## config.mk

```make
export PLATFORM = sky130hd
export DESIGN_NAME = hazard_stall_unit
export DESIGN_NICKNAME = d
export VERILOG_FILES = /design/src/rtl/hazard_stall_unit.sv
export SDC_FILE = /design/constraint.sdc
export NUM_CORES = 1
export LEC_CHECK = 0
export CORE_MARGIN = 2
export CORE_UTILIZATION = 35
export DETAILED_ROUTE_END_ITERATION = 10
export PLACE_DENSITY_LB_ADDON = 0.08
export SLEW_MARGIN = 0
export SYNTH_ARGS = -nofsm -noshare
export SYNTH_HDL_FRONTEND = slang
export SYNTH_SLANG_ARGS = --single-unit
export TNS_END_PERCENT = 1
```

## constraint.sdc

```tcl
create_clock -name clk -period 2.6 [get_ports clk]
set_clock_uncertainty 0.2 [all_clocks]
set_input_delay 0.78 -clock clk [delete_from_list [all_inputs] [get_ports clk]]
set_output_delay 0.78 -clock clk [all_outputs]
set_load 0.005 [all_outputs]
```

## src/rtl/hazard_stall_unit.sv

```systemverilog
// Pipeline hazard detector for the five-stage core. It compares D-stage source registers and
// their use deadlines (Tuse) against the E/M destinations and their produce deadlines (Tnew).
// It also tracks the multi-cycle mult/div unit with a busy counter. The single stall output
// freezes PC/D and bubbles E.
module hazard_stall_unit #(
  parameter int unsigned MULT_CYC = 5,
  parameter int unsigned DIV_CYC  = 10
) (
  input  logic       clk,
  input  logic       rst_n,
  input  logic [4:0] D_rs,
  input  logic [4:0] D_rt,
  input  logic [1:0] D_rs_tuse,
  input  logic [1:0] D_rt_tuse,
  input  logic       D_md,
  input  logic [4:0] E_wa,
  input  logic [1:0] E_tnew,
  input  logic [4:0] M_wa,
  input  logic [1:0] M_tnew,
  input  logic       E_md_start,
  input  logic       E_md_op,
  output logic       stall,
  output logic       md_busy,
  output logic       md_done
);

  localparam int unsigned MaxCyc = (MULT_CYC > DIV_CYC) ? MULT_CYC : DIV_CYC;
  localparam int unsigned CntW   = $clog2(MaxCyc + 1);

  logic [CntW-1:0] cnt_q, cnt_d;
  logic            done_q, done_d;

  logic hit_rs_e, hit_rs_m, hit_rt_e, hit_rt_m;
  logic stall_reg, stall_md;

  // Register hazards: a stall is needed only when the producer cannot forward in time.
  // Register $0 never hazards. A Tuse of 3 marks an unread operand and can never lose
  // against a Tnew.
  always_comb begin
    hit_rs_e  = (D_rs != 5'd0) && (D_rs == E_wa) && (E_tnew > D_rs_tuse);
    hit_rs_m  = (D_rs != 5'd0) && (D_rs == M_wa) && (M_tnew > D_rs_tuse);
    hit_rt_e  = (D_rt != 5'd0) && (D_rt == E_wa) && (E_tnew > D_rt_tuse);
    hit_rt_m  = (D_rt != 5'd0) && (D_rt == M_wa) && (M_tnew > D_rt_tuse);
    stall_reg = hit_rs_e | hit_rs_m | hit_rt_e | hit_rt_m;
  end

  // Mult/div counter next state. A start always (re)loads, even while busy.
  // md_done is raised when the count leaves 1 with no reload.
  always_comb begin
    cnt_d  = cnt_q;
    done_d = 1'b0;
    if (E_md_start) begin
      cnt_d = E_md_op ? CntW'(DIV_CYC) : CntW'(MULT_CYC);
    end else if (cnt_q != '0) begin
      cnt_d  = cnt_q - CntW'(1);
      done_d = (cnt_q == CntW'(1));
    end
  end

  // Counter and done-pulse registers with synchronous active-low reset.
  always_ff @(posedge clk) begin
    if (!rst_n) begin
      cnt_q  <= '0;
      done_q <= 1'b0;
    end else begin
      cnt_q  <= cnt_d;
      done_q <= done_d;
    end
  end

  // Outputs. An md instruction in D waits while the unit is starting or busy.
  // Stall is forced low during reset.
  always_comb begin
    md_busy  = (cnt_q != '0);
    md_done  = done_q;
    stall_md = D_md && (E_md_start || md_busy);
    stall    = rst_n && (stall_reg || stall_md);
  end

endmodule

```

==> metrics.sh, run 1 <==
CRITPATHARRIVALTIME_NS=1.96
WORSTSETUPPATHTYPE='in -> out'
WHS_ENDPOINT='md_done'
STDCELL_COUNT=165
CRITPATHCAPTURETYPE='output port'
GRT_SETUP_UNREPAIRED='yes'
ANTENNA_VIOLATING_NETS_POST_ROUTE=0
POWER.SWITCHING_mW=0.140
NUM_ROWS=16
BOUNDARYPINS=36
GP_ROUTABILITY_CONGESTION=0.770
HP-START='cnt_q[3]'
CLOCK_LATENCY_NS=0.24
SHARE_CLK_OF_TOTAL_POWER=0.222
CTS.HOLD.BUFFERS_ADDED=0
RRSETUPSLACK_NS=1.05
FINALHOLDVIOLATIONS=0
ROUTE.DETAILED.DRC=0
GRT_MAX_DEGREE=8
WORST_REG2REG_PATH_STARTPOINT='cnt_q[0]'
FIRST_GLOBAL_VIAS=862
SYNTH_SEQ_CELLS=5
CLOCK.FMAX_MHz=340
CELLLEAKAGEPOWER_nW=0.545
CRITPATHLAUNCHTYPE='input port'
P_SW_FRAC=0.346
SETUP_VIOLATIONS=1
VDD_IR_DROP_MAX_mV=0.320
GRT_ANTENNA_BEFORE_REPAIR=0
WORST_R2R_ENDPOINT='cnt_q[0]'
ROUTED_VIA_DENSITY=4.67
WORST_PIN_SLEW_NS=0.285
DP.CELLS=158
YOSYS_WARNINGS=0
GROUTE.LAYER.MET3.USAGE=0.0552
CTS.ROOT.BUFFER_CELL='sky130_fd_sc_hd__clkbuf_4'
SYNTH_FP_NETS=131
DP_HPWL_MM=1.72
POST-ROUTE-WORST-SETUP-SLACK_NS=-0.338
POST_SYNTH.CELL_AREA_AVG_SQ_UM=8.17
FINALSETUPTNS_NS=-0.338
OVERFLOW=0
CHIPWIDTH_MICRONS=49.1
FINAL_NET_COUNT=183
NETLIST_INSTANCES=87
PORT_BUFFERS=35
CTS_MAX_PATH_BUFFERS=2
DRT_PRE_ANTENNA_ITERS=4
FINALWORSTPATHREQUIREDPERIOD_NS=2.94
DETAIL_ROUTE.WIRELENGTH_MM=2.16
TIMING.HOLD.WORST.CLASS='reg -> reg'
POST-ROUTE-PERIOD-UTIL=1.13
H_TREE_LEVEL_COUNT=1
DETAILROUTE.VIA_COUNT=771
POWER-PER-CELL-AREA_nW_PER_UM2=311
REG2REG_DEPTH=7
INITIALDRTVIOLATIONCOUNT=2
WORST_HOLD_PATH.NUM_CELLS=3
CLKTRANSATPATHREGS_NS=0.04
NETLIST_AREA_SQ_UM=711
CORE_REGION_AREA_SQ_UM=1940
YOSYSUNIQUECELLTYPES=24
TIMING.MAX_SLEW.REL_SLACK=0.809
GLOBALROUTE.BUSIESTLAYER='met2'
SYNTHTOLAYOUTAREAGROWTH_PCT=83.3
RUN_STATUS='finished with violations'
WORST-ENDPOINT-REQUIRED_NS=1.62
CELL_INTERNAL_PWR_mW=0.265
GRT_FIRST_PASS_WIRELENGTH_MM=3.55
CRITICAL_PATH_PEAK_FANOUT=3
NUMCLOCKSINKS=5
P_SEQ_FRAC=0.225
DESIGN.DIE.AREA_SQ_UM=2410
CTS_INSERTED_BUFFERS=3
INITIAL_CORE_UTILIZATION=0.366
PLACEMENT.SETUP.WORST_SLACK_NS=-1.17
GLOBAL_ROUTE.USAGE.MET1=0.217
TRITONCTS_CLOCK_TREE='built'
SYNTH-SEQ-AREA-SHARE=0.141
TOTAL_GRT_USAGE=0.193
DIE_HEIGHT_MICRONS=49.1
NUM_ANTENNA_CELLS=0
AVGROUTEDWIREPERCELL_MICRONS=13.1
LAYOUT_COMMON_CELLS='sky130_fd_sc_hd__xnor2_1, sky130_fd_sc_hd__buf_4, sky130_fd_sc_hd__dlygate4sd2_1, sky130_fd_sc_hd__clkbuf_2, sky130_fd_sc_hd__xor2_1'
MAX_SLEW_VIOLATION_COUNT=0
LAYOUT_COMMONEST_CELL='sky130_fd_sc_hd__xnor2_1'
POST_ROUTE_CELLS_DRIVE_ABOVE_1_SHARE=0.399
COMB_POWER_SHARE=0.554
VIOLATIONS='negative setup slack'
MAXCAPVIOLCOUNT=0
LAUNCH_POINT_OF_THE_CRITICAL_PATH='D_rs[1]'
GLOBAL_ROUTE.USAGE.MET2=0.360
how the worst max path moves through the flow:
stage,to,slack (ns)
global placement,stall,-1.17
finish,stall,-0.34
floorplan,stall,-0.10
global route,stall,-0.44
detailed placement,stall,-1.17
CTS,stall,-0.44
stage by stage:
stage / instance area, sq um / hold slack (ns) / util / total power, mW
after global routing: 1300 / 0.420 / 0.671 / 0.439
after detailed placement: 1160 / 0.353 / 0.599 / 0.294
after CTS: 1260 / 0.361 / 0.649 / 0.393
after floorplan: 711 / 0.324 / - / 0.185
final: 1300 / 0.364 / 0.671 / 0.405
after global placement: 1160 / 0.349 / 0.599 / 0.291
per-layer routing:
metal / routed length (microns) / vias to the layer above / share of wire
met5: 0 / - / 0
met4: 0 / 0 / 0
met3: 88 / 0 / 0.041
met2: 1100 / 23 / 0.51
met1: 971 / 340 / 0.45
li1: - / 408 / -
registers in the layout, indices dropped and copies added (netlist names):
| signal | count |
|---|---|
| md_done | 1 |
| cnt_q | 4 |
Yosys cell counts (all sizes together):
library cell   n  area share
o211ai         1       0.011
o21ai          2       0.014
ha            11        0.19
o21a           2       0.021
or4            2       0.021
nor4           3       0.026
xnor2         16        0.20
dfxtp          5        0.14
nor2           2       0.011
nor2b          1      0.0088
inv           10       0.053
nor3           3       0.021
a2111oi        1       0.021
a21oi          3       0.021
nand2b         1      0.0088
nand4          3       0.026
xor2           7       0.086
nand2          3       0.016
and2           4       0.035
nand3          3       0.021
a211oi         1       0.011
o31ai          1       0.011
o221ai         2       0.025
power by group through the flow:
stage                     registers, mW  clock network (mW)  logic [mW]
final                            0.0909              0.0897       0.224
after global routing             0.0912               0.101       0.247
after detailed placement         0.0907                   0       0.203
after floorplan                  0.0897                   0      0.0953
after global placement           0.0905                   0       0.201
after CTS                        0.0897              0.0930       0.211
cell families after synthesis:
family          synth area share
flops                      0.141
buf+inv                   0.0528
simple gates               0.195
compound gates             0.134
fa+ha+maj                  0.194
xor+xnor                   0.283
critical path: stages:
cell                              delay, ns
sky130_fd_sc_hd__clkdlybuf4s15_1       0.23
sky130_fd_sc_hd__or4_4                 0.55
sky130_fd_sc_hd__o221ai_2              0.17
sky130_fd_sc_hd__nand3_1               0.10
sky130_fd_sc_hd__buf_2                 0.13
area by class of cell:
cell class | instances | area (sq um)
Inverter | 10 | 40.0
Timing Repair Buffer | 47 | 378
Clock buffer | 4 | 26.3
Sequential cell | 5 | 103
Tap cell | 27 | 33.8
Multi-Input combinational cell | 72 | 722
Fill cell | 184 | 639
repair_timing:
item | CTS | global route
setup endpoints to repair | 1 | 2
pin swaps | 19 | 16
setup buffers | 3 | 0
resized for setup | 66 | 35
Note: power is estimated with default switching activity, not from simulation.
==> inputs of run 2 (changes only) <==
--- a/config.mk
+++ b/config.mk
@@ -7,8 +7,10 @@
 export LEC_CHECK = 0
 export CORE_MARGIN = 2
 export CORE_UTILIZATION = 35
+export CTS_CLUSTER_SIZE = 10
 export DETAILED_ROUTE_END_ITERATION = 10
 export PLACE_DENSITY_LB_ADDON = 0.08
+export REMOVE_ABC_BUFFERS = 1
 export SLEW_MARGIN = 0
 export SYNTH_ARGS = -nofsm -noshare
 export SYNTH_HDL_FRONTEND = slang
==> metrics.sh, run 2 (same netlist as run 1, synthesis figures left out) <==
POST_ROUTE_CELLS_DRIVE_ABOVE_1_SHARE=0.397  # was 0.399
FIRST_GLOBAL_VIAS=765  # was 862
DRT_PRE_ANTENNA_ITERS=4  # unchanged
PORT_BUFFERS=35  # unchanged
DESIGN.DIE.AREA_SQ_UM=2410  # unchanged
LARGEST_REGISTER='cnt_q'  # unchanged
GRT_ANTENNA_BEFORE_REPAIR=0  # unchanged
TIMING.MAX_SLEW.REL_SLACK=0.828  # was 0.809
NUMCLOCKSINKS=5  # unchanged
WORST-ENDPOINT-REQUIRED_NS=1.62  # about the same
GRT_MAX_DEGREE=8  # unchanged
GRT_FIRST_PASS_WIRELENGTH_MM=3.38  # was 3.55 mm
WORST_HOLD_PATH.NUM_CELLS=3  # unchanged
SYNTHTOLAYOUTAREAGROWTH_PCT=87.5  # was 83.3%
H_TREE_LEVEL_COUNT=1  # unchanged
NUM_ROWS=16  # unchanged
CLOCK_LATENCY_NS=0.25  # was 0.24 ns
WORSTSETUPPATHTYPE='in -> out'  # unchanged
AVGROUTEDWIREPERCELL_MICRONS=12.2  # was 13.1 microns
ANTENNA_VIOLATING_NETS_POST_ROUTE=0  # unchanged
POST-ROUTE-PERIOD-UTIL=1.13  # about the same
CRITPATHARRIVALTIME_NS=1.97  # was 1.96 ns
MAXCAPVIOLCOUNT=0  # unchanged
GP_ROUTABILITY_CONGESTION=0.773  # was 0.770
CTS.ROOT.BUFFER_CELL='sky130_fd_sc_hd__clkbuf_4'  # unchanged
RUN_STATUS='finished with violations'  # unchanged
LAYOUT_COMMON_CELLS='sky130_fd_sc_hd__xnor2_1, sky130_fd_sc_hd__buf_4, sky130_fd_sc_hd__dlygate4sd2_1, sky130_fd_sc_hd__xor2_1, sky130_fd_sc_hd__clkdlybuf4s15_1'  # was sky130_fd_sc_hd__xnor2_1, sky130_fd_sc_hd__buf_4, sky130_fd_sc_hd__dlygate4sd2_1, sky130_fd_sc_hd__clkbuf_2, sky130_fd_sc_hd__xor2_1
CLKTRANSATPATHREGS_NS=0.05  # was 0.04 ns
CTS_INSERTED_BUFFERS=3  # unchanged
STDCELL_COUNT=168  # was 165
FINAL_NET_COUNT=186  # was 183
CRITPATHCAPTURETYPE='output port'  # unchanged
DIE_HEIGHT_MICRONS=49.1  # unchanged
TIMING.HOLD.WS_NS=0.365  # was 0.364 ns
ROUTE.DETAILED.DRC=0  # unchanged
VIOLATIONS='negative setup slack'  # unchanged
PLACEMENT.SETUP.WORST_SLACK_NS=-1.29  # was -1.17 ns
DETAIL_ROUTE.WIRELENGTH_MM=2.05  # was 2.16 mm
FINAL_CORE_UTIL=0.686  # was 0.671
CRITICAL_PATH_PEAK_FANOUT=3  # unchanged
CHIPWIDTH_MICRONS=49.1  # unchanged
REG2REG_DEPTH=7  # unchanged
INITIAL_CORE_UTILIZATION=0.366  # unchanged
OVERFLOW=0  # unchanged
DP.CELLS=161  # was 158
FINALWORSTPATHREQUIREDPERIOD_NS=2.95  # was 2.94 ns
WORST_PIN_SLEW_NS=0.258  # was 0.285 ns
POWER-PER-CELL-AREA_nW_PER_UM2=310  # was 311 nW/um^2
DP_HPWL_MM=1.70  # was 1.72 mm
TRITONCTS_CLOCK_TREE='built'  # unchanged
CTS_MAX_PATH_BUFFERS=2  # unchanged
INITIALDRTVIOLATIONCOUNT=6  # was 2
CORE_REGION_AREA_SQ_UM=1940  # unchanged
LARGEST_REGISTER_FFS=4  # unchanged
SETUP_VIOLATIONS=1  # unchanged
CELLLEAKAGEPOWER_nW=0.539  # was 0.545 nW
FILLERINSTANCES=180  # was 184
NUM_ANTENNA_CELLS=0  # unchanged
ROUTED_VIA_DENSITY=4.68  # was 4.67
GRT_SETUP_UNREPAIRED='yes'  # unchanged
FINALHOLDVIOLATIONS=0  # unchanged
TIMING.HOLD.WORST.CLASS='reg -> reg'  # unchanged
DETAILROUTE.VIA_COUNT=787  # was 771
CRITPATHLAUNCHTYPE='input port'  # unchanged
POST-ROUTE-WORST-SETUP-SLACK_NS=-0.349  # was -0.338 ns
VDD_IR_DROP_MAX_mV=0.417  # was 0.320 mV
MAX_SLEW_VIOLATION_COUNT=0  # unchanged
CLOCK.FMAX_MHz=339  # was 340 MHz
BOUNDARYPINS=36  # unchanged
TOTAL_GRT_USAGE=0.182  # was 0.193
[run 2: worst paths after layout]
check,start,to,slack [ns]
max,D_rs[1],stall,-0.35
min,cnt_q[3],md_done,0.37
max reg2reg,cnt_q[1],cnt_q[0],1.06
min reg2reg,cnt_q[3],md_done,0.37
[run 2: power by group]
| part | switching [mW] | total [mW] | internal, mW |
|---|---|---|---|
| clock | 0.0354 | 0.0937 | 0.0583 |
| combinational | 0.0997 | 0.229 | 0.129 |
| sequential | 0.00566 | 0.0906 | 0.0849 |
| total | 0.141 | 0.413 | 0.272 |
[run 2: critical path, cell delays in order]
cell                            delay (ns)
sky130_fd_sc_hd__dlygate4sd2_1        0.27
sky130_fd_sc_hd__or4_1                0.49
sky130_fd_sc_hd__o221ai_1             0.19
sky130_fd_sc_hd__nand3_1              0.10
sky130_fd_sc_hd__buf_2                0.13
[run 2: final cells by class]
| type | count | area, sq um | area share |
|---|---|---|---|
| clock buffers | 4 | 26.3 | 0.0197 |
| inverters | 10 | 50.0 | 0.0376 |
| multi-input cells | 72 | 703 | 0.528 |
| flip-flops and latches | 5 | 103 | 0.0770 |
| well taps | 27 | 33.8 | 0.0254 |
| repair buffers | 50 | 417 | 0.313 |
[run 2: what timing repair did]
item                                    CTS  global route
hold buffers                              0             0
buffers inserted                          2             1
pin swaps                                21            16
endpoints found under the setup margin    2             1
gates resized for setup                  78            32
[run 2: metal layers]
| layer | vias up | GRT usage | part of all wire |
|---|---|---|---|
| met2 | 25 | 0.302 | 0.50 |
| met1 | 344 | 0.235 | 0.45 |
| met3 | 2 | 0.0552 | 0.047 |
| met5 | - | 0 | 0 |
| li1 | 416 | - | - |
| met4 | 0 | 0.0286 | 0.0063 |
[run 2: metrics by stage]
| step | total power, mW | instance area, sq um | TNS (ns) |
|---|---|---|---|
| after floorplan | 0.185 | 711 | -0.134 |
| after global placement | 0.297 | 1180 | -1.27 |
| after detailed placement | 0.299 | 1180 | -1.29 |
| after CTS | 0.403 | 1300 | -0.398 |
| after global routing | 0.449 | 1330 | -0.419 |
| final | 0.413 | 1330 | -0.349 |
